### src/rtl/if_fetch_stage_if.sv
// I-cache fetch port shared by the fetch stage (master) and the instruction cache (slave).
interface if_fetch_stage_if;
  logic        inst_req;
  logic [31:0] inst_addr;
  logic        inst_ready;
  logic        inst_rvalid;
  logic [31:0] inst_rdata;

  modport master (
    output inst_req, inst_addr,
    input  inst_ready, inst_rvalid, inst_rdata
  );

  modport slave (
    input  inst_req, inst_addr,
    output inst_ready, inst_rvalid, inst_rdata
  );
endinterface

### src/rtl/if_fetch_stage.sv
// Instruction-fetch stage: owns the fetch PC, one outstanding I-cache request, redirects and ADEF.
// Optional stall counter enabled by defining IF_PERF_CNT_EN.
module if_fetch_stage #(
  parameter logic [31:0] RESET_PC = 32'h1C00_0000,
  parameter int          CAUSE_W  = 7,
  parameter logic [CAUSE_W-1:0] EXC_NOP  = 7'h00,
  parameter logic [CAUSE_W-1:0] EXC_ADEF = 7'h08
) (
  input  logic                   clk,
  input  logic                   rst,
  input  logic [5:0]             pause,
  input  logic                   branch_flush,
  input  logic [31:0]            branch_target_addr,
  input  logic                   exception_flush,
  input  logic [31:0]            exception_new_pc,
  if_fetch_stage_if.master       icache,
  output logic [31:0]            if_pc,
  output logic [31:0]            if_inst,
  output logic [4:0]             if_is_exception,
  output logic [5*CAUSE_W-1:0]   if_exception_cause,
  output logic                   pause_request_if
`ifdef IF_PERF_CNT_EN
  ,
  output logic [31:0]            fetch_stall_cnt
`endif
);

  typedef enum logic [1:0] {
    ST_REQ    = 2'd0,
    ST_WAIT   = 2'd1,
    ST_CANCEL = 2'd2
  } state_e;

  state_e      state_r;
  logic [31:0] pc_r;
  logic        out_valid_r;
  logic        skid_valid_r;
  logic [31:0] skid_pc_r;
  logic [31:0] skid_inst_r;
  logic        skid_exc_r;
  logic        adef_done_r;

  logic        redirect_s;
  logic [31:0] target_s;
  logic        misaligned_s;
  logic        consume_s;
  logic        out_free_s;
  logic        req_s;
  logic        accept_s;
  logic        adef_s;
  logic        ret_s;
  logic        new_valid_s;
  logic [31:0] new_inst_s;
  logic        cancel_s;
  logic        unused_pause_s;

  function automatic logic [5*CAUSE_W-1:0] cause_vec(input logic exc);
    cause_vec = exc ? {EXC_ADEF, {4{EXC_NOP}}} : {5{EXC_NOP}};
  endfunction

  assign redirect_s   = exception_flush | branch_flush;
  assign target_s     = exception_flush ? exception_new_pc : branch_target_addr;
  assign misaligned_s = (pc_r[1:0] != 2'b00);
  assign consume_s    = out_valid_r & ~pause[1];
  assign out_free_s   = ~out_valid_r | consume_s;
  assign req_s        = (state_r == ST_REQ) & ~rst & ~pause[0] & ~skid_valid_r & ~misaligned_s;
  assign accept_s     = req_s & icache.inst_ready;
  // A misaligned PC yields a single ADEF entry, then fetch idles until a redirect.
  assign adef_s       = (state_r == ST_REQ) & misaligned_s & ~adef_done_r & ~pause[0] & ~skid_valid_r;
  assign ret_s        = (state_r == ST_WAIT) & icache.inst_rvalid;
  assign new_valid_s  = adef_s | ret_s;
  assign new_inst_s   = ret_s ? icache.inst_rdata : 32'h0000_0000;
  // A response still owed to an abandoned request must be swallowed after the redirect.
  assign cancel_s     = accept_s
                      | ((state_r == ST_WAIT)   & ~icache.inst_rvalid)
                      | ((state_r == ST_CANCEL) & ~icache.inst_rvalid);

  assign icache.inst_req  = req_s;
  assign icache.inst_addr = pc_r;
  assign pause_request_if = ~out_valid_r & ~branch_flush & ~exception_flush;
  assign unused_pause_s   = ^pause[5:2];

  // Fetch FSM, PC, output register and skid buffer.
  always_ff @(posedge clk) begin
    if (rst) begin
      state_r            <= ST_REQ;
      pc_r               <= RESET_PC;
      out_valid_r        <= 1'b0;
      skid_valid_r       <= 1'b0;
      skid_pc_r          <= 32'h0000_0000;
      skid_inst_r        <= 32'h0000_0000;
      skid_exc_r         <= 1'b0;
      adef_done_r        <= 1'b0;
      if_pc              <= RESET_PC;
      if_inst            <= 32'h0000_0000;
      if_is_exception    <= 5'b00000;
      if_exception_cause <= cause_vec(1'b0);
    end else if (redirect_s) begin
      state_r            <= cancel_s ? ST_CANCEL : ST_REQ;
      pc_r               <= target_s;
      out_valid_r        <= 1'b0;
      skid_valid_r       <= 1'b0;
      adef_done_r        <= 1'b0;
      if_pc              <= RESET_PC;
      if_inst            <= 32'h0000_0000;
      if_is_exception    <= 5'b00000;
      if_exception_cause <= cause_vec(1'b0);
    end else begin
      case (state_r)
        ST_REQ:    state_r <= accept_s ? ST_WAIT : ST_REQ;
        ST_WAIT:   state_r <= icache.inst_rvalid ? ST_REQ : ST_WAIT;
        ST_CANCEL: state_r <= icache.inst_rvalid ? ST_REQ : ST_CANCEL;
        default:   state_r <= ST_REQ;
      endcase
      pc_r        <= ret_s ? pc_r + 32'd4 : pc_r;
      adef_done_r <= adef_done_r | adef_s;
      // New entries only appear with the skid empty, so skid drain and load never collide.
      if (new_valid_s) begin
        if (out_free_s) begin
          out_valid_r        <= 1'b1;
          if_pc              <= pc_r;
          if_inst            <= new_inst_s;
          if_is_exception    <= {adef_s, 4'b0000};
          if_exception_cause <= cause_vec(adef_s);
        end else begin
          skid_valid_r <= 1'b1;
          skid_pc_r    <= pc_r;
          skid_inst_r  <= new_inst_s;
          skid_exc_r   <= adef_s;
        end
      end else if (consume_s) begin
        if (skid_valid_r) begin
          skid_valid_r       <= 1'b0;
          if_pc              <= skid_pc_r;
          if_inst            <= skid_inst_r;
          if_is_exception    <= {skid_exc_r, 4'b0000};
          if_exception_cause <= cause_vec(skid_exc_r);
        end else begin
          out_valid_r <= 1'b0;
        end
      end else begin
        out_valid_r <= out_valid_r;
      end
    end
  end

`ifdef IF_PERF_CNT_EN
  // Saturating count of cycles in which IF asks for a stall.
  always_ff @(posedge clk) begin
    if (rst) begin
      fetch_stall_cnt <= 32'h0000_0000;
    end else if (pause_request_if && (fetch_stall_cnt != 32'hFFFF_FFFF)) begin
      fetch_stall_cnt <= fetch_stall_cnt + 32'd1;
    end else begin
      fetch_stall_cnt <= fetch_stall_cnt;
    end
  end
`endif

endmodule
### src/flat_wrapper.sv
// flat-port wrapper written by rule: the top's interface ports become plain ports
module if_fetch_stage_flat 
#(
  parameter logic [31:0] RESET_PC = 32'h1C00_0000,
  parameter int          CAUSE_W  = 7,
  parameter logic [CAUSE_W-1:0] EXC_NOP  = 7'h00,
  parameter logic [CAUSE_W-1:0] EXC_ADEF = 7'h08
)
  (clk, rst, pause, branch_flush, branch_target_addr, exception_flush, exception_new_pc, if_pc, if_inst, if_is_exception, if_exception_cause, pause_request_if, icache_inst_req, icache_inst_addr, icache_inst_ready, icache_inst_rvalid, icache_inst_rdata);
  if_fetch_stage_if icache_i ();
  input  logic clk;
  input  logic rst;
  input  logic [5:0] pause;
  input  logic branch_flush;
  input  logic [31:0] branch_target_addr;
  input  logic exception_flush;
  input  logic [31:0] exception_new_pc;
  output logic [31:0] if_pc;
  output logic [31:0] if_inst;
  output logic [4:0] if_is_exception;
  output logic [5*CAUSE_W-1:0] if_exception_cause;
  output logic pause_request_if;
  output wire logic [$bits(icache_i.inst_req)-1:0] icache_inst_req;
  output wire logic [$bits(icache_i.inst_addr)-1:0] icache_inst_addr;
  input wire logic [$bits(icache_i.inst_ready)-1:0] icache_inst_ready;
  input wire logic [$bits(icache_i.inst_rvalid)-1:0] icache_inst_rvalid;
  input wire logic [$bits(icache_i.inst_rdata)-1:0] icache_inst_rdata;
  assign icache_inst_req = icache_i.inst_req;
  assign icache_inst_addr = icache_i.inst_addr;
  assign icache_i.inst_ready = icache_inst_ready;
  assign icache_i.inst_rvalid = icache_inst_rvalid;
  assign icache_i.inst_rdata = icache_inst_rdata;
  if_fetch_stage #(.RESET_PC(RESET_PC), .CAUSE_W(CAUSE_W), .EXC_NOP(EXC_NOP), .EXC_ADEF(EXC_ADEF)) u_core (.clk(clk), .rst(rst), .pause(pause), .branch_flush(branch_flush), .branch_target_addr(branch_target_addr), .exception_flush(exception_flush), .exception_new_pc(exception_new_pc), .icache(icache_i), .if_pc(if_pc), .if_inst(if_inst), .if_is_exception(if_is_exception), .if_exception_cause(if_exception_cause), .pause_request_if(pause_request_if));
endmodule
### config.mk
export PLATFORM = sky130hd
export DESIGN_NAME = if_fetch_stage_flat
export DESIGN_NICKNAME = d
export VERILOG_FILES = /design/src/rtl/if_fetch_stage_if.sv /design/src/rtl/if_fetch_stage.sv /design/src/flat_wrapper.sv
export SDC_FILE = /design/constraint.sdc
export NUM_CORES = 1
export LEC_CHECK = 0
export CAP_MARGIN = 15
export CORE_ASPECT_RATIO = 0.7
export CORE_UTILIZATION = 63
export DETAILED_ROUTE_END_ITERATION = 12
export DONT_BUFFER_PORTS = 1
export GPL_ROUTABILITY_DRIVEN = 0
export PLACE_DENSITY = 0.86
export SLEW_MARGIN = 20
export SYNTH_ARGS = -nofsm -noshare
export SYNTH_HDL_FRONTEND = slang
export SYNTH_SLANG_ARGS = --single-unit
export TNS_END_PERCENT = 5
### constraint.sdc
create_clock -name clk -period 2.3 [get_ports clk]
set_input_delay 0 -clock clk [delete_from_list [all_inputs] [get_ports clk]]
set_output_delay 0 -clock clk [all_outputs]
set_load 0.01 [all_outputs]
==> out/metrics.cfg, run 1 <==
[synthesis]
synth_compound_area_share_pct = 23.50
yosys.area_share.simple_pct = 20.29
synth_seq_area_share_pct = 43.57
yosysWarningCount = 0
syn_area_sq_mm = 0.007672
synth-edff-count = 0
synth_ff_type = dfxtp_1
yosysUniqueCellTypes = 61
async_flop_share_pct = 0
synth-seq-cells = 167
avgSynthCellArea_sq_um = 8.051
synth_fa_ha_area_share_pct = 0.1631
synthCells = 953
synthMuxAreaShare_pct = 0.7828
synth_xor_xnor_area_share_pct = 2.397
synth_top_family_by_area = compound AO/OA/AOI/OAI gates

[timing]
layout_worst_path_cycle_share_pct = 100.0
skew_ps = 11.49
max_clock_freq_ghz = 0.4348
final-max-slew-violation-count = 0
worst_slack_ps = -0.1714
fin_crit_ps = 2300
worst_slew_pin_slew_ps = 983.6
hold_viol = 0
rsz0062_at_grt = true
setup_viol = 1
maxSlewHeadroom_pct = 34.18

[route]
met3WireLength_mm = 3.177
wl_met2_mm = 11.35
drc_errors = 0
wl_mm = 25.22
drtAntennaViolNets = 0
drt_iter0_drc = 995
wl_per_cell_um = 20.93
avgViaCountPerCell = 6.568
vias = 7914
wl_met1_mm = 9.674
top_layer = met4
drtPass1Iterations = 6

[worst_setup_path]
setup.worst_path.start_class = input pin
arrival_ps = 2590
critical_path_class = input pin to register
endpoint_kind = register
reg2reg_depth = 7
path_max_fanout = 16
worstPathRequired_ps = 2590

[cts]
cts_buffer_depth = 2
cts_tree = done
root_buffer = clkbuf_16
clk_pin_slew_ps = 70
cts_buffers = 17
numClockSinks = 167
htreeDepth = 4
clk-insertion-delay-late_ps = 420

[place]
hpwl_mm = 13.97
io_buffers = 0
place_area_sq_mm = 0.007735

[floorplan]
die_h_um = 94.33
row_count = 33
fp.dieW_um = 133.9
start_util_pct = 65.20
ioPinCount = 246
die_area_sq_mm = 0.01263
fp.coreArea_sq_mm = 0.01177

[pwr]
p_leak_uw = 0.003396
total_power_uw = 6742
pwr_density_cell_mw_per_mm2 = 717.0
peakVddDrop_mv = 0.5430

[final_layout]
layout_commonest_cell = dfxtp_1
area_growth_pct = 22.55
final_area_sq_mm = 0.009403
diodes = 0
layout_common_cells = 164 x dfxtp_1, 132 x nand2_1, 113 x a21oi_1
layout-drive-gt1-share_pct = 9.637
nNetsFinal = 1145

[hold_path]
hold_path_class = input pin to register
hold_depth = 4

[global_route]
grt_pass1_wl_mm = 39.19
antenna_found_initial = 0
grt_max_degree = 98
grt_pass1_vias = 7529
track_usage_pct = 39.79
grt_overflow_total = 0

[outcome]
outcome = complete, but fails checks
failed_checks = setup timing

[job]
max-cap-violations = 0

==> metrics by stage <==
stage	setup slack (ps)	hold WS, ps	instances	setup TNS (ps)	util [%]
after floorplan	407.0	108.5	990	0	-
after global placement	237.3	76.03	1073	0	65.73
after detailed placement	197.2	78.95	1073	0	65.73
after CTS	35.58	6.108	1202	0	79.40
after global routing	-12.42	47.82	1205	-12.42	79.90
final	-0.1714	62.28	1205	-0.1714	79.90
==> cell type report <==
class	instances	area [sq um]
clock buffer	21	470.5
tap	157	196.4
timing repair buffer	147	1419
sequential	167	3352
multi-input combinational	696	3799
clock inverter	10	140.1
inverter	7	26.28
fill	793	2365
==> timing repair <==
| action | 4_1_cts | 5_1_grt |
|---|---|---|
| hold buffers | 98 | 1 |
| setup buffers | 0 | 2 |
| setup endpoints to repair | 0 | 6 |
| gates resized for setup | 0 | 12 |
| endpoints found under the hold margin | 143 | 1 |
==> cells by family (layout without fill, tap and decap cells) <==
logic type | after synthesis | after routing
and+or+nand+nor | 326 | 326
DFF | 167 | 167
buffers and inverters | 127 | 185
AOI/OAI and AO/OA | 304 | 304
adders and majority gates | 1 | 1
muxes | 6 | 6
xor gates and xnor gates | 21 | 21
other | 1 | 38
==> state kept, by name, summed over array words and instances, names as in the netlist <==
name / cells
u_core.icache.inst_addr: 32
u_core.skid_pc_r: 32
u_core.if_inst: 32
u_core.adef_done_r: 1
u_core.skid_inst_r: 32
u_core.if_exception_cause: 1
u_core.out_valid_r: 1
u_core.state_r: 2
u_core.skid_valid_r: 1
u_core.if_pc: 32
u_core.skid_exc_r: 1
==> synth_stat cells (2+ instances only) <==
cell type	instances	area share (%)
a211oi_1	10	0.98
a21oi_1	113	7.4
a221o_1	3	0.39
a221oi_1	32	3.7
a22oi_1	8	0.78
a41oi_1	2	0.23
and2_1	3	0.24
and3_1	7	0.57
and4_1	3	0.34
buf_2	17	1.1
buf_4	46	4.5
buf_6	5	0.73
clkbuf_1	50	2.4
dfxtp_1	167	44
inv_1	6	0.29
mux2i_1	6	0.78
nand2_1	132	6.5
nand3_1	48	3.1
nand4_1	9	0.73
nor2_1	61	3.0
nor3_1	9	0.59
nor3b_1	2	0.20
nor4_1	4	0.33
nor4_2	2	0.33
o21ai_0	106	6.9
o21ai_1	2	0.13
o22a_1	3	0.34
o22ai_1	14	1.1
or2_2	2	0.16
or3_1	31	2.5
xnor2_1	10	1.1
xor2_1	11	1.3
==> report_power, final <==
group	total (uW)	leakage (uW)	internal (uW)	switching (uW)
combinational	755	0.00174	313	442
clock	2960	0.000304	1800	1160
sequential	3030	0.00136	2950	75.3
total	6740	0.00340	5070	1680
==> routing by layer <==
metal,vias to the layer above,global-route usage (%)
met5,-,0
met4,0,17.23
met3,113,11.22
met2,624,62.44
met1,3682,51.43
li1,3495,-
==> worst paths after layout <==
path	start	end	slack, ps
min	icache_inst_rvalid	u_core.icache.inst_addr[3]	60
max	exception_flush	u_core.icache.inst_addr[14]	-0.2
max reg2reg	u_core.icache.inst_addr[4]	u_core.icache.inst_addr[17]	80
min reg2reg	u_core.skid_pc_r[19]	u_core.skid_pc_r[19]	450
==> worst max-delay path, cell delays in order <==
cell and delay, ps:
dlygate4sd3_1 930, nor2_4 160, a22oi_1 230, dlygate4sd3_1 590, a21oi_1 80, dlygate4sd3_1 610
(Power assumes the default switching activity.)
==> inputs of run 2 (changes only) <==
==> constraint.sdc (replaced) <==
create_clock -name clk -period 2.6 [get_ports clk]
set_input_delay 0 -clock clk [delete_from_list [all_inputs] [get_ports clk]]
set_output_delay 0 -clock clk [all_outputs]
set_load 0.01 [all_outputs]
==> run 2 against run 1 <==
The run now ends clean. Non-clock buffer count is 18 lower. Routed wire length is 6.1% lower. Flip-flop and latch count stayed put. Setup slack better by 110 ps. Global-route usage is 2.2 points lower. Register-to-register slack better by 30 ps. Die area stayed put. Total power is 13% lower. Core utilization is 1.6 points lower.
==> out/metrics.cfg, run 2 (synthesis results as in run 1) <==
[worst_setup_path]
critPathMaxStageDelay_ps = 610  ; -320 ps
crit_end = u_core.icache.inst_addr[17]
reg2reg_to = u_core.icache.inst_addr[17]
cp_cell_sequence = and3_1 -> nand4_2 -> nor2_1 -> nor3_1 -> o31ai_1 -> dlygate4sd3_1
endpoint_kind = register
slowest_stage = dlygate4sd3_1
critical_path_class = register to register
r2r_setup_slack_ps = 110  ; +30 ps
arrival_ps = 2850  ; +260 ps
setup.worst_path.start_class = register
path_max_fanout = 9  ; -7
startpoint = u_core.icache.inst_addr[5]
r2r_start = u_core.icache.inst_addr[5]
reg2reg_depth = 6  ; -1
worstPathRequired_ps = 2950  ; +360 ps

[global_route]
grt_pass1_wl_mm = 37.02  ; -5.5%
antenna_found_initial = 0  ; unchanged
track_usage_pct = 37.55  ; -2.2 points
grt_max_degree = 99  ; +1.0%
grt_overflow_total = 0  ; unchanged
grt_pass1_vias = 7103  ; -5.7%

[cts]
clk-insertion-delay-late_ps = 420  ; about the same
numClockSinks = 167  ; unchanged
cts_tree = done
clk_pin_slew_ps = 60  ; about the same
cts_buffer_depth = 2  ; unchanged
root_buffer = clkbuf_16
cts_buffers = 17  ; unchanged
htreeDepth = 4  ; unchanged

[route]
avgViaCountPerCell = 6.459  ; -1.7%
drtPass1Iterations = 5  ; -1
drc_errors = 0  ; unchanged
drtAntennaViolNets = 0  ; unchanged
wl_per_cell_um = 19.95  ; -4.7%
drt_iter0_drc = 719  ; -28%
wl_mm = 23.68  ; -6.1%
vias = 7667  ; -3.1%

[final_layout]
regArea_sq_mm = 0.003344  ; -0.22%
multi_input_comb_area_sq_mm = 0.003774  ; -0.66%
final_area_sq_mm = 0.009218  ; -2.0%
layout_commonest_cell = dfxtp_1
layout_common_cells = 166 x dfxtp_1, 132 x nand2_1, 113 x a21oi_1
area_growth_pct = 20.14
final_core_utilization_pct = 78.33  ; -1.6 points
diodes = 0  ; unchanged
fill_cells = 753  ; -5.0%
layout-drive-gt1-share_pct = 6.990  ; -2.6 points
nNetsFinal = 1127  ; -1.6%

[place]
hpwl_mm = 13.52  ; -3.3%
io_buffers = 0  ; unchanged
place_worst_setup_slack_ps = 390.6  ; +193.3 ps
place_area_sq_mm = 0.007572  ; -2.1%

[pwr]
p_leak_uw = 0.003293  ; -3.0%
pwr_density_cell_mw_per_mm2 = 632.7  ; -12%
peakVddDrop_mv = 0.5564  ; +2.5%

[floorplan]
fp.dieW_um = 133.9  ; unchanged
start_util_pct = 65.20  ; unchanged
die_area_sq_mm = 0.01263  ; unchanged
row_count = 33  ; unchanged
ioPinCount = 246  ; unchanged
fp.coreArea_sq_mm = 0.01177  ; unchanged
die_h_um = 94.33  ; unchanged

[timing]
skew_ps = 10.32  ; -1.167 ps
setup_viol = 0  ; -1
rsz0062_at_grt = false
final-max-slew-violation-count = 0  ; unchanged
worst_slew_pin_slew_ps = 1038  ; +54.44 ps
layout_worst_path_cycle_share_pct = 95.90
worst_slack_ps = 106.6  ; +106.8 ps
hold_viol = 0  ; unchanged
setup-tns-final_ps = 0  ; +0.1714 ps
max_clock_freq_ghz = 0.4011
fin_crit_ps = 2493
maxSlewHeadroom_pct = 30.54  ; -3.6 points
holdWs_ps = 17.33  ; -44.94 ps

[outcome]
outcome = completed

[hold_path]
hold_path_class = input pin to register

[job]
max-cap-violations = 0  ; unchanged

run 2: cell types whose count changed in the layout (fill, tap and decap cells not counted), moves of 2 or more:
| cell | previous run | this run |
|---|---|---|
| clkinvlp_4 | 0 | 3 |
| dfxtp_1 | 164 | 166 |
| dlygate4sd3_1 | 98 | 101 |
| nor2_1 | 58 | 60 |
| dfxtp_4 | 2 | 0 |
| buf_4 | 44 | 22 |
run 2: cell type report:
class                           instances  share of cell area [%]
Tap cell                              157                   2.131
Clock inverter                         10                   1.290
Multi-Input combinational cell        696                   40.94
Sequential cell                       167                   36.28
Clock buffer                           21                   5.104
Inverter                                7                  0.2851
Timing Repair Buffer                  129                   13.97
run 2: stage by stage:
stage / power, uW / cells
floorplan: 3103 / 990
global placement: 3142 / 1053
detailed placement: 3146 / 1053
CTS: 5807 / 1187
global route: 6013 / 1187
finish: 5832 / 1187
run 2: how the worst min path moves through the flow:
stage | from | to | slack (ps) | cells past startpoint
5_1_grt | exception_new_pc[28] | u_core.icache.inst_addr[28] | 1 | 3
2_1_floorplan | exception_new_pc[17] | u_core.icache.inst_addr[17] | 110 | 2
3_3_place_gp | rst | u_core.icache.inst_addr[16] | 70 | 1
3_5_place_dp | rst | u_core.icache.inst_addr[15] | 80 | 1
6_report | exception_new_pc[28] | u_core.icache.inst_addr[28] | 20 | 3
4_1_cts | exception_new_pc[28] | u_core.icache.inst_addr[28] | 10 | 3
run 2: report_power, final:
| group | switching, uW | total, uW | internal (uW) |
|---|---|---|---|
| clock network | 1030 | 2520 | 1490 |
| registers | 100 | 2710 | 2610 |
| logic | 341 | 594 | 253 |
run 2: worst max-delay path, delay by kind of cell (launching register included):
kind	cells	cell delay, ps
DFF	1	530
AOI/OAI and AO/OA	1	300
buffers and inverters	1	610
and+or+nand+nor	4	990
run 2: timing repair:
action / CTS / global route
setup endpoints to repair: 0 / 3
hold buffers: 103 / 0
gates resized for setup: 0 / 3
setup buffers: 0 / 0
endpoints found under the hold margin: 153 / 0
run 2: per-layer routing:
layer / vias to the layer above / wire (um) / part of all wire, % / global-route usage (%)
met5: - / 0 / 0 / 0
met4: 0 / 787 / 3.3 / 16.95
met3: 78 / 2990 / 13 / 11.86
met2: 575 / 10650 / 45 / 57.94
met1: 3569 / 9251 / 39 / 48.27
li1: 3445 / - / - / -
